==> config.mk <==
export PLATFORM = sky130hd
export DESIGN_NAME = store_buffer_flat
export DESIGN_NICKNAME = d
export VERILOG_FILES = /design/src/rtl/store_buffer_if.sv /design/src/rtl/store_buffer.sv /design/src/flat_wrapper.sv
export SDC_FILE = /design/constraint.sdc
export NUM_CORES = 1
export LEC_CHECK = 0
export CAP_MARGIN = 5
export CORE_ASPECT_RATIO = 0.6
export CORE_UTILIZATION = 50
export CTS_BUF_LIST = sky130_fd_sc_hd__clkbuf_16
export DETAILED_ROUTE_END_ITERATION = 10
export GPL_ROUTABILITY_DRIVEN = 1
export PLACE_DENSITY = 0.73
export SKIP_LAST_GASP = 1
export SYNTH_ARGS = -nofsm -noshare
export SYNTH_HDL_FRONTEND = slang
export SYNTH_SLANG_ARGS = --single-unit
==> constraint.sdc <==
create_clock -name clk -period 12.5 [get_ports clk]
set_clock_uncertainty 0.15 [all_clocks]
set_input_delay 3.125 -clock clk [delete_from_list [all_inputs] [get_ports clk]]
set_output_delay 3.125 -clock clk [all_outputs]
set_load 0.01 [all_outputs]
==> src/rtl/store_buffer_if.sv <==
// Execute-stage / datamem bundle for the store buffer.
// The slave modport is the buffer itself; the master modport is the core and datamem side.
interface store_buffer_if;
  logic        st_valid;
  logic        st_ready;
  logic [31:0] st_addr;
  logic [31:0] st_data;
  logic [1:0]  st_type;
  logic        ld_valid;
  logic [31:0] ld_addr;
  logic [1:0]  ld_type;
  logic        ld_sign_ext;
  logic        ld_stall;
  logic [31:0] ld_rdata;
  logic        mem_write_en;
  logic [31:0] mem_addr;
  logic [31:0] mem_din;
  logic [1:0]  mem_type;
  logic        mem_sign_ext;
  logic [31:0] mem_dout;
  logic        sb_empty;

  modport slave (
    input  st_valid, st_addr, st_data, st_type,
    input  ld_valid, ld_addr, ld_type, ld_sign_ext,
    input  mem_dout,
    output st_ready, ld_stall, ld_rdata,
    output mem_write_en, mem_addr, mem_din, mem_type, mem_sign_ext,
    output sb_empty
  );

  modport master (
    output st_valid, st_addr, st_data, st_type,
    output ld_valid, ld_addr, ld_type, ld_sign_ext,
    output mem_dout,
    input  st_ready, ld_stall, ld_rdata,
    input  mem_write_en, mem_addr, mem_din, mem_type, mem_sign_ext,
    input  sb_empty
  );
endinterface

==> src/rtl/store_buffer.sv <==
// In-order store FIFO in front of the single-port datamem; loads overlapping a pending store stall.
// Define STORE_FWD_EN to let an exact addr/type match on the youngest overlapping store forward.
module store_buffer #(
  parameter int DEPTH = 4
) (
  input logic           clk,
  input logic           rst_n,
  store_buffer_if.slave bus
);
  localparam int PW = (DEPTH > 1) ? $clog2(DEPTH) : 1;
  localparam int CW = PW + 1;
  localparam logic [CW-1:0] FULL_CNT = CW'(DEPTH);

  function automatic logic [32:0] size_m1(input logic [1:0] t);
    logic [32:0] r;
    case (t)
      2'b00:   r = 33'd0;
      2'b01:   r = 33'd1;
      default: r = 33'd3;
    endcase
    return r;
  endfunction

  logic [31:0]   addr_q [DEPTH];
  logic [31:0]   data_q [DEPTH];
  logic [1:0]    type_q [DEPTH];
  logic [PW-1:0] head_q, head_d;
  logic [PW-1:0] tail_q, tail_d;
  logic [CW-1:0] count_q, count_d;

  logic [DEPTH-1:0] ovl_s;
  logic [32:0]      ld_lo_s, ld_hi_s;
  logic             any_ovl_s;
  logic             full_s, empty_s;
  logic             enq_s, drain_s, stall_s;
  logic             st_ready_s;
  logic             fwd_hit_s;
  logic [31:0]      fwd_data_s;

  assign full_s     = (count_q == FULL_CNT);
  assign empty_s    = (count_q == {CW{1'b0}});
  assign st_ready_s = rst_n & ~full_s;
  assign enq_s      = bus.st_valid & st_ready_s & (bus.st_type != 2'b11);
  assign any_ovl_s  = |ovl_s;

  // Byte-range intersection of the load against every live entry, in 33 bits so nothing wraps.
  always_comb begin
    ovl_s   = {DEPTH{1'b0}};
    ld_lo_s = {1'b0, bus.ld_addr};
    ld_hi_s = ld_lo_s + size_m1(bus.ld_type);
    for (int i = 0; i < DEPTH; i++) begin
      ovl_s[i] = ({1'b0, PW'(i) - head_q} < count_q)
               && ({1'b0, addr_q[i]} <= ld_hi_s)
               && (ld_lo_s <= ({1'b0, addr_q[i]} + size_m1(type_q[i])));
    end
  end

`ifdef STORE_FWD_EN
  function automatic logic [31:0] extend(input logic [31:0] d, input logic [1:0] t, input logic s);
    logic [31:0] r;
    case (t)
      2'b00:   r = {{24{s & d[7]}}, d[7:0]};
      2'b01:   r = {{16{s & d[15]}}, d[15:0]};
      default: r = d;
    endcase
    return r;
  endfunction

  logic [PW-1:0] yng_idx_s;
  logic          yng_found_s;

  // Walk oldest to youngest; the last overlapping entry is the one the load must observe.
  always_comb begin
    yng_idx_s   = head_q;
    yng_found_s = 1'b0;
    for (int k = 0; k < DEPTH; k++) begin
      yng_idx_s   = ovl_s[head_q + PW'(k)] ? (head_q + PW'(k)) : yng_idx_s;
      yng_found_s = yng_found_s | ovl_s[head_q + PW'(k)];
    end
    fwd_hit_s  = yng_found_s
               && (addr_q[yng_idx_s] == bus.ld_addr)
               && (type_q[yng_idx_s] == bus.ld_type);
    fwd_data_s = extend(data_q[yng_idx_s], bus.ld_type, bus.ld_sign_ext);
  end
`else
  assign fwd_hit_s  = 1'b0;
  assign fwd_data_s = 32'h0000_0000;
`endif

  // Port arbitration: a full buffer always drains; otherwise a clean load owns the port.
  always_comb begin
    drain_s = 1'b0;
    stall_s = 1'b0;
    if (!rst_n) begin
      stall_s = 1'b1;
    end else if (full_s) begin
      drain_s = 1'b1;
      stall_s = bus.ld_valid;
    end else if (bus.ld_valid && !any_ovl_s) begin
      drain_s = 1'b0;
    end else if (bus.ld_valid && fwd_hit_s) begin
      drain_s = ~empty_s;
    end else begin
      stall_s = bus.ld_valid;
      drain_s = ~empty_s;
    end
  end

  // Datamem port and load result.
  always_comb begin
    bus.st_ready     = st_ready_s;
    bus.sb_empty     = empty_s;
    bus.ld_stall     = stall_s;
    bus.ld_rdata     = fwd_hit_s ? fwd_data_s : bus.mem_dout;
    bus.mem_write_en = drain_s;
    bus.mem_sign_ext = bus.ld_sign_ext;
    if (drain_s) begin
      bus.mem_addr = addr_q[head_q];
      bus.mem_din  = data_q[head_q];
      bus.mem_type = type_q[head_q];
    end else begin
      bus.mem_addr = bus.ld_addr;
      bus.mem_din  = 32'h0000_0000;
      bus.mem_type = bus.ld_type;
    end
  end

  // Pointer and occupancy next state; pointers wrap naturally at DEPTH.
  always_comb begin
    head_d  = head_q;
    tail_d  = tail_q;
    count_d = count_q;
    if (drain_s) begin
      head_d = head_q + {{(PW-1){1'b0}}, 1'b1};
    end else begin
      head_d = head_q;
    end
    if (enq_s) begin
      tail_d = tail_q + {{(PW-1){1'b0}}, 1'b1};
    end else begin
      tail_d = tail_q;
    end
    if (enq_s && !drain_s) begin
      count_d = count_q + {{(CW-1){1'b0}}, 1'b1};
    end else if (drain_s && !enq_s) begin
      count_d = count_q - {{(CW-1){1'b0}}, 1'b1};
    end else begin
      count_d = count_q;
    end
  end

  // Control state register with synchronous active-low reset.
  always_ff @(posedge clk) begin
    if (!rst_n) begin
      head_q  <= {PW{1'b0}};
      tail_q  <= {PW{1'b0}};
      count_q <= {CW{1'b0}};
    end else begin
      head_q  <= head_d;
      tail_q  <= tail_d;
      count_q <= count_d;
    end
  end

  // Entry payload; contents of free slots are never observed so they carry no reset.
  always_ff @(posedge clk) begin
    if (enq_s) begin
      addr_q[tail_q] <= bus.st_addr;
      data_q[tail_q] <= bus.st_data;
      type_q[tail_q] <= bus.st_type;
    end
  end
endmodule
==> src/flat_wrapper.sv <==
// flat-port wrapper written by rule: the top's interface ports become plain ports
module store_buffer_flat 
#(
  parameter int DEPTH = 4
)
  (clk, rst_n, bus_st_valid, bus_st_addr, bus_st_data, bus_st_type, bus_ld_valid, bus_ld_addr, bus_ld_type, bus_ld_sign_ext, bus_mem_dout, bus_st_ready, bus_ld_stall, bus_ld_rdata, bus_mem_write_en, bus_mem_addr, bus_mem_din, bus_mem_type, bus_mem_sign_ext, bus_sb_empty);
  store_buffer_if bus_i ();
  input logic clk;
  input logic rst_n;
  input wire logic [$bits(bus_i.st_valid)-1:0] bus_st_valid;
  input wire logic [$bits(bus_i.st_addr)-1:0] bus_st_addr;
  input wire logic [$bits(bus_i.st_data)-1:0] bus_st_data;
  input wire logic [$bits(bus_i.st_type)-1:0] bus_st_type;
  input wire logic [$bits(bus_i.ld_valid)-1:0] bus_ld_valid;
  input wire logic [$bits(bus_i.ld_addr)-1:0] bus_ld_addr;
  input wire logic [$bits(bus_i.ld_type)-1:0] bus_ld_type;
  input wire logic [$bits(bus_i.ld_sign_ext)-1:0] bus_ld_sign_ext;
  input wire logic [$bits(bus_i.mem_dout)-1:0] bus_mem_dout;
  output wire logic [$bits(bus_i.st_ready)-1:0] bus_st_ready;
  output wire logic [$bits(bus_i.ld_stall)-1:0] bus_ld_stall;
  output wire logic [$bits(bus_i.ld_rdata)-1:0] bus_ld_rdata;
  output wire logic [$bits(bus_i.mem_write_en)-1:0] bus_mem_write_en;
  output wire logic [$bits(bus_i.mem_addr)-1:0] bus_mem_addr;
  output wire logic [$bits(bus_i.mem_din)-1:0] bus_mem_din;
  output wire logic [$bits(bus_i.mem_type)-1:0] bus_mem_type;
  output wire logic [$bits(bus_i.mem_sign_ext)-1:0] bus_mem_sign_ext;
  output wire logic [$bits(bus_i.sb_empty)-1:0] bus_sb_empty;
  assign bus_i.st_valid = bus_st_valid;
  assign bus_i.st_addr = bus_st_addr;
  assign bus_i.st_data = bus_st_data;
  assign bus_i.st_type = bus_st_type;
  assign bus_i.ld_valid = bus_ld_valid;
  assign bus_i.ld_addr = bus_ld_addr;
  assign bus_i.ld_type = bus_ld_type;
  assign bus_i.ld_sign_ext = bus_ld_sign_ext;
  assign bus_i.mem_dout = bus_mem_dout;
  assign bus_st_ready = bus_i.st_ready;
  assign bus_ld_stall = bus_i.ld_stall;
  assign bus_ld_rdata = bus_i.ld_rdata;
  assign bus_mem_write_en = bus_i.mem_write_en;
  assign bus_mem_addr = bus_i.mem_addr;
  assign bus_mem_din = bus_i.mem_din;
  assign bus_mem_type = bus_i.mem_type;
  assign bus_mem_sign_ext = bus_i.mem_sign_ext;
  assign bus_sb_empty = bus_i.sb_empty;
  store_buffer #(.DEPTH(DEPTH)) u_core (.clk(clk), .rst_n(rst_n), .bus(bus_i));
endmodule
==> results of run 1 <==
## sequential cells by signal (all words and copies together), names as in the netlist, named ones only
register        count
u_core.count_q      3
u_core.tail_q       2
u_core.type_q       8
u_core.head_q       2
u_core.addr_q     128
u_core.data_q     128
## power breakdown
group	internal, uW	switching, uW	total, uW
clock network	434	353	787
registers	1050	91.6	1140
logic	492	404	896
total	1970	848	2820
## final cells by class
class | instances | area, um^2 | area share [%]
timing repair buffer | 242 | 2290 | 9.95
clock inverter | 22 | 164 | 0.713
clock buffer | 27 | 676 | 2.94
inverter | 47 | 176 | 0.767
multi-input combinational | 1264 | 10900 | 47.5
sequential | 273 | 8120 | 35.3
tap | 513 | 642 | 2.79
## Yosys cell counts, types with 3 or more instances
cell and count:
a31oi_1 6, or3_1 4, a21boi_0 5, xnor2_1 56
nor2b_1 10, mux2i_1 6, and2_1 43, a221o_1 3
edfxtp_1 264, a211oi_1 13, mux2_2 28, o21a_1 4
clkbuf_1 18, nand3_1 83, mux4_2 66, and4_1 17
nor4_1 12, buf_4 33, nand2b_1 5, xor2_1 98
a21o_1 33, or4_1 4, mux2_1 5, ha_1 275
nor2_1 69, a211o_1 3, nand2_1 112, o21ai_0 33
o221ai_1 3, and3_1 27, buf_6 6, nor3_1 22
or2_2 6, a2111oi_0 5, nand4_1 76, a221oi_1 4
dfxtp_1 9, o211ai_1 3, inv_1 47, a21oi_1 88
fa_1 6
## tightest hold or removal path, stage by stage, from the launching register on
cell and delay [ns]:
dfxtp_1 0.35, nand2_1 0.08, mux2i_1 0.07
## cell usage in the layout, fill, tap and decap left out, types with 39 or more instances in the layout
master	instances
ha_1	275
nand2_1	112
buf_4	66
nor2_1	69
nand3_1	83
xnor2_1	56
nand4_1	76
xor2_1	97
clkdlybuf4s50_1	173
inv_1	49
and2_1	39
mux4_2	66
edfxtp_1	264
a21oi_1	88
## per-layer routing
metal | vias up | GRT usage [%]
li1 | 6771 | -
met3 | 76 | 7.27
met2 | 766 | 42.1
met1 | 7484 | 46.0
met4 | 0 | 7.47
met5 | - | 0
## worst paths after layout
check | depth (start not counted) | to | slack [ns] | from
worst max-delay path | 23 | bus_mem_addr[5] | 0.22 | bus_ld_type[1]
worst min-delay path | 2 | register | 0.39 | u_core.head_q[1]$_SDFFE_PN0P_
worst max register to register | 25 | u_core.count_q[2]$_SDFFE_PN0P_ | 4.71 | u_core.type_q[3][1]$_DFFE_PP_
worst min register to register | 2 | register | 0.39 | u_core.head_q[1]$_SDFFE_PN0P_
## what timing repair did
item                       4_1_cts  5_1_grt
hold buffers                     0        0
resized for setup                0        2
setup endpoints to repair        0       14
## through the flow
stage               utilization, %  total power (uW)
finish                        60.3              2820
CTS                           60.3              2840
detailed placement            58.1              2050
floorplan                        -              1670
global placement              58.1              2030
global route                  60.3              2950
## kinds of logic (layout without fill, tap and decap cells)
family                     after synthesis  after routing  share of synthesized area (%)
buffers and inverters                  106            338                           2.90
and+or+nand+nor                        498            498                           13.3
muxes                                  105            105                           9.80
adders and majority gates              281            281                           18.2
AOI/OAI and AO/OA                      226            226                           7.52
xor gates and xnor gates               154            154                           6.89
DFF                                    273            273                           41.4
==> results_dict.tcl, run 1 <==
set metrics [dict create \
    outcome "finished clean" \
    wl_mm 59.9 \
    via_count 15100 \
    setup_ws_ns 0.216 \
    hold_path.class "reg -> reg" \
    crit_fanout 31 \
    setup_viol 0 \
    dpl_cell_area_um2 22100 \
    ys_seq_area_share_pct 41.4 \
    postSynthCellCount 1643 \
    startpoint_type "input pin" \
    slowest_stage "clkdlybuf4s50_1" \
    design_area_um2 23000 \
    dp.cells 2339 \
    cts_buffer_depth 3 \
    slew_headroom_pct 12.8 \
    ir_drop_uv 123 \
    mappedNetlistArea_um2 19600 \
    cts_buffers 27 \
    die_w_um 257 \
    crit_type "in -> out" \
    fmax_mhz 81.4 \
    synth-seq-cells 273 \
    dp_slack_ns 0.228 \
    p_per_area_nw_per_um2 123 \
    tightestPinTransition_ns 1.30 \
    leakage_uw 0.00852 \
    routabilityCongestion 1.01 \
    slowest_delay_ns 0.48 \
    met2_wirelength_mm 24.2 \
    dp_hpwl_mm 45.9 \
    cp_top_family "compound AO/OA/AOI/OAI gates" \
    syn_avg_cell_area_um2 11.9 \
    design.die.area_um2 40000 \
    routed_via_density 6.32 \
    coreArea_um2 38100 \
    critPathBufInv 4 \
    grt_pass1_wl_mm 89.9 \
    cts_setup_buffers 0 \
    final_cell_count_no_fill 2388 \
    area_growth_pct 17.4 \
    clkTransAtPathRegs_ns 0.06 \
    h-tree-depth 1 \
    grt_overflow 0 \
    track_usage_pct 30.0 \
    ys_async_sr_fraction_pct 0 \
    drc 0 \
    period_share_pct 98.3 \
    hold_viol_final 0 \
    finalMaxSlewViolations 0 \
    synth_edf_count 264 \
    met3WireLength_mm 6.55 \
    syn-num-nets 2061 \
    grt_max_degree 67 \
    critPathCaptureType "output port" \
    clock_sinks 273 \
    synth_warnings 0 \
    fill_cells 3065 \
    wire_per_inst_um 25.1 \
    nets 2273 \
    portBuffers 173 \
    wl_met1_mm 27.9 \
    rsz0062_at_grt "false" \
    clk_latency_ns 0.57 \
    n_antenna_cell 0 \
    worstPathRequired_ns 9.22 \
    ys_types 66 \
    grt_pass1_vias 14800 \
    ant_nets 0 \
    top_layer "met4" \
    period_minus_slack_ns 12.28 \
    drive_above_1_share_pct 11.9 \
    synth.top_cells.by_area "edfxtp_1 41%, ha_1 18%, mux4_2 7.6%" \
    yosys.area.top_type "edfxtp_1" \
    drt_pass1_iterations 5 \
    die_h_um 155 \
    tritoncts "yes" \
    path_cells "clkdlybuf4s50_1 > or2_2 > ha_1 > fa_1 > and3_1 > nand3_1 > nor2_1 > and2_1 > nand3_1 > xor2_1 > buf_4 > ha_1 > a21o_1 > a21o_1 > a21oi_1 > o21ai_0 > a2111oi_2 > nor4_1 > o311a_4 > a31oi_4 > buf_12 > mux2_2 > clkdlybuf4s50_1" \
    synth_top_area_share_pct 40.5 \
    num_rows 55 \
    start_util_pct 51.3 \
    hold_ws_ns 0.395 \
    cts_root_buf "clkbuf_16" \
    drtIter0Drc 1454 \
    drv_cap 0 \
    grt_antenna_before_repair 1 \
    pin_count 240 \
    tns_ns 0 \
    arrival_ns 9.01 \
    ys.flop_type "edfxtp_1" \
]
(Power assumes the default switching activity.)
==> inputs of run 2 (changes only) <==
--- a/config.mk
+++ b/config.mk
@@ -12,6 +12,7 @@
 export DETAILED_ROUTE_END_ITERATION = 10
 export GPL_ROUTABILITY_DRIVEN = 1
 export PLACE_DENSITY = 0.73
+export SETUP_SLACK_MARGIN = 0.2
 export SKIP_LAST_GASP = 1
 export SYNTH_ARGS = -nofsm -noshare
 export SYNTH_HDL_FRONTEND = slang
==> run 2 against run 1 <==
  * Worst setup slack improved by 0.12 ns
  * Die area is the same
  * Sequential power about the same
  * Cell count is 0.13% higher
  * Largest cell class unchanged
  * First-iteration DRC count up 1.8%
  * Worst hold slack is essentially flat
  * Largest power group unchanged
  * Cell area grew 0.34%
  * Sequential cell count unchanged
  * Critical endpoint is now bus_mem_addr[24]
==> results_dict.tcl, run 2 (synthesis results as in run 1) <==
set metrics [dict create \
    tns_ns 0 \
    cts_buffers 27 \
    grt_pass1_vias 14800 \
    slowest_stage "o21ai_0" \
    finalMaxSlewViolations 0 \
    tightestPinTransition_ns 1.29 \
    routed_via_density 6.30 \
    mostFrequentLayoutCell "ha_1" \
    design.die.area_um2 40000 \
    coreArea_um2 38100 \
    arrival_ns 8.88 \
    ant_nets 0 \
    hold_viol_final 0 \
    largestRegisters "u_core.addr_q x128, u_core.data_q x128, u_core.type_q x8" \
    rr_worst_depth 26 \
    drc 0 \
    p_per_area_nw_per_um2 123 \
    dp_hpwl_mm 45.9 \
    crit_fanout 23 \
    rsz0062_at_grt "false" \
    start_util_pct 51.3 \
    pin_count 240 \
    critPathBufInv 4 \
    track_usage_pct 30.0 \
    num_rows 55 \
    die_h_um 155 \
    slew_headroom_pct 13.8 \
    worstPathRequired_ns 9.22 \
    grt_pass1_wl_mm 89.9 \
    grt_max_degree 67 \
    n_antenna_cell 0 \
    slowest_delay_ns 0.60 \
    clk_latency_ns 0.57 \
    min_path_cells 2 \
    dp.cells 2339 \
    drt_pass1_iterations 6 \
    period_share_pct 97.3 \
    clkTransAtPathRegs_ns 0.06 \
    h-tree-depth 1 \
    clock_sinks 273 \
    outcome "finished clean" \
    cts_root_buf "clkbuf_16" \
    die_w_um 257 \
    startpoint_type "input pin" \
    cpMostUsedCell "a21o_1" \
    setup_viol 0 \
    fmax_mhz 82.2 \
    hold_path.class "reg -> reg" \
    leakage_uw 0.00855 \
    critPathCaptureType "output port" \
    wl_mm 60.0 \
    wire_per_inst_um 25.1 \
    worst-r2r-setup-slack_ns 4.75 \
    cts.hold.buffers_added 0 \
    ir_drop_uv 123 \
    drive_above_1_share_pct 12.1 \
    routabilityCongestion 1.01 \
    area_growth_pct 17.8 \
    crit_type "in -> out" \
    tritoncts "yes" \
    cp_top_family "simple AND/OR/NAND/NOR gates" \
    fill_cells 3053 \
    grt_antenna_before_repair 1 \
    nets 2276 \
    layout_common_cells "275 x ha_1, 264 x edfxtp_1, 173 x clkdlybuf4s50_1" \
    portBuffers 173 \
    path_cells "clkdlybuf4s50_1 > or2_2 > ha_1 > a21o_1 > and4_1 > and2_1 > nand2b_1 > nor2_1 > and3_1 > nand2_1 > xor2_1 > ha_1 > a21o_1 > a21o_1 > a21oi_1 > o21ai_0 > nor2_1 > nor4_1 > o311a_4 > a31oi_4 > buf_12 > buf_12 > mux2_1 > clkdlybuf4s50_1" \
    via_count 15100 \
    worst-path-stages 24 \
    final_cell_count_no_fill 2391 \
    drtIter0Drc 1480 \
    cts_buffer_depth 3 \
    drv_cap 0 \
    period_minus_slack_ns 12.16 \
    grt_overflow 0 \
]
## run 2: cell count changes in the layout (fill, tap and decap cells not counted), sizes merged
| cell | change |
|---|---|
| buf | +2 |
| clkbuf | +1 |
## run 2: through the flow
step                      instance area (um^2)  worst slack, ns  utilization (%)  hold slack, ns  power, uW
after floorplan                          19600             1.62                -           0.351       1670
after global placement                   22100            0.334             58.1           0.370       2030
after detailed placement                 22100            0.228             58.1           0.386       2050
after CTS                                23000            0.208             60.3           0.401       2840
after global routing                     23100            0.175             60.5           0.440       2970
final                                    23100            0.340             60.5           0.394       2840
## run 2: what timing repair did
action	4_1_cts	5_1_grt
setup endpoints to repair	0	66
setup buffers	0	2
resized for setup	0	4
## run 2: worst paths after layout
path,to,startpoint
setup reg to reg,u_core.count_q[2]$_SDFFE_PN0P_,u_core.type_q[3][1]$_DFFE_PP_
hold / removal,register,u_core.head_q[1]$_SDFFE_PN0P_
setup / recovery,bus_mem_addr[24],bus_ld_type[1]
hold reg to reg,register,u_core.head_q[1]$_SDFFE_PN0P_
## run 2: report_power, final
group	internal [uW]	switching [uW]
Sequential	1050	91.4
Clock	434	352
Combinational	509	411
Total	1990	855
## run 2: final cells by class
class | count | area (um^2) | area share [%]
Tap cell | 513 | 642 | 2.78
Sequential cell | 273 | 8120 | 35.2
Clock buffer | 27 | 676 | 2.93
Inverter | 47 | 176 | 0.765
Timing Repair Buffer | 245 | 2350 | 10.2
Clock inverter | 22 | 164 | 0.711
Multi-Input combinational cell | 1264 | 10900 | 47.4
## run 2: worst reg2reg max path: stages (launching register included)
cell and delay [ns]:
edfxtp_1 0.43, or2_2 0.16, ha_1 0.15, inv_1 0.05
fa_1 0.40, nor2_1 0.19, nand3_1 0.21, nor3_2 0.74
nor3b_2 0.55, xnor2_1 0.12, ha_1 0.34, nand4_1 0.11
nor3_1 0.66, o41ai_1 0.41, a31oi_1 0.33, a21boi_0 0.63
o311a_4 0.34, a31oi_4 0.10, buf_12 0.16, buf_4 0.16
inv_1 0.06, ha_1 0.17, inv_1 0.06, fa_1 0.38
xor2_1 0.18, or3_1 0.30, a21boi_0 0.16
## run 2: layer usage
layer / wire (um) / global-route usage (%)
met5: 0 / 0
met4: 1380 / 7.47
met3: 6580 / 7.27
met2: 24100 / 42.1
met1: 28000 / 46.0
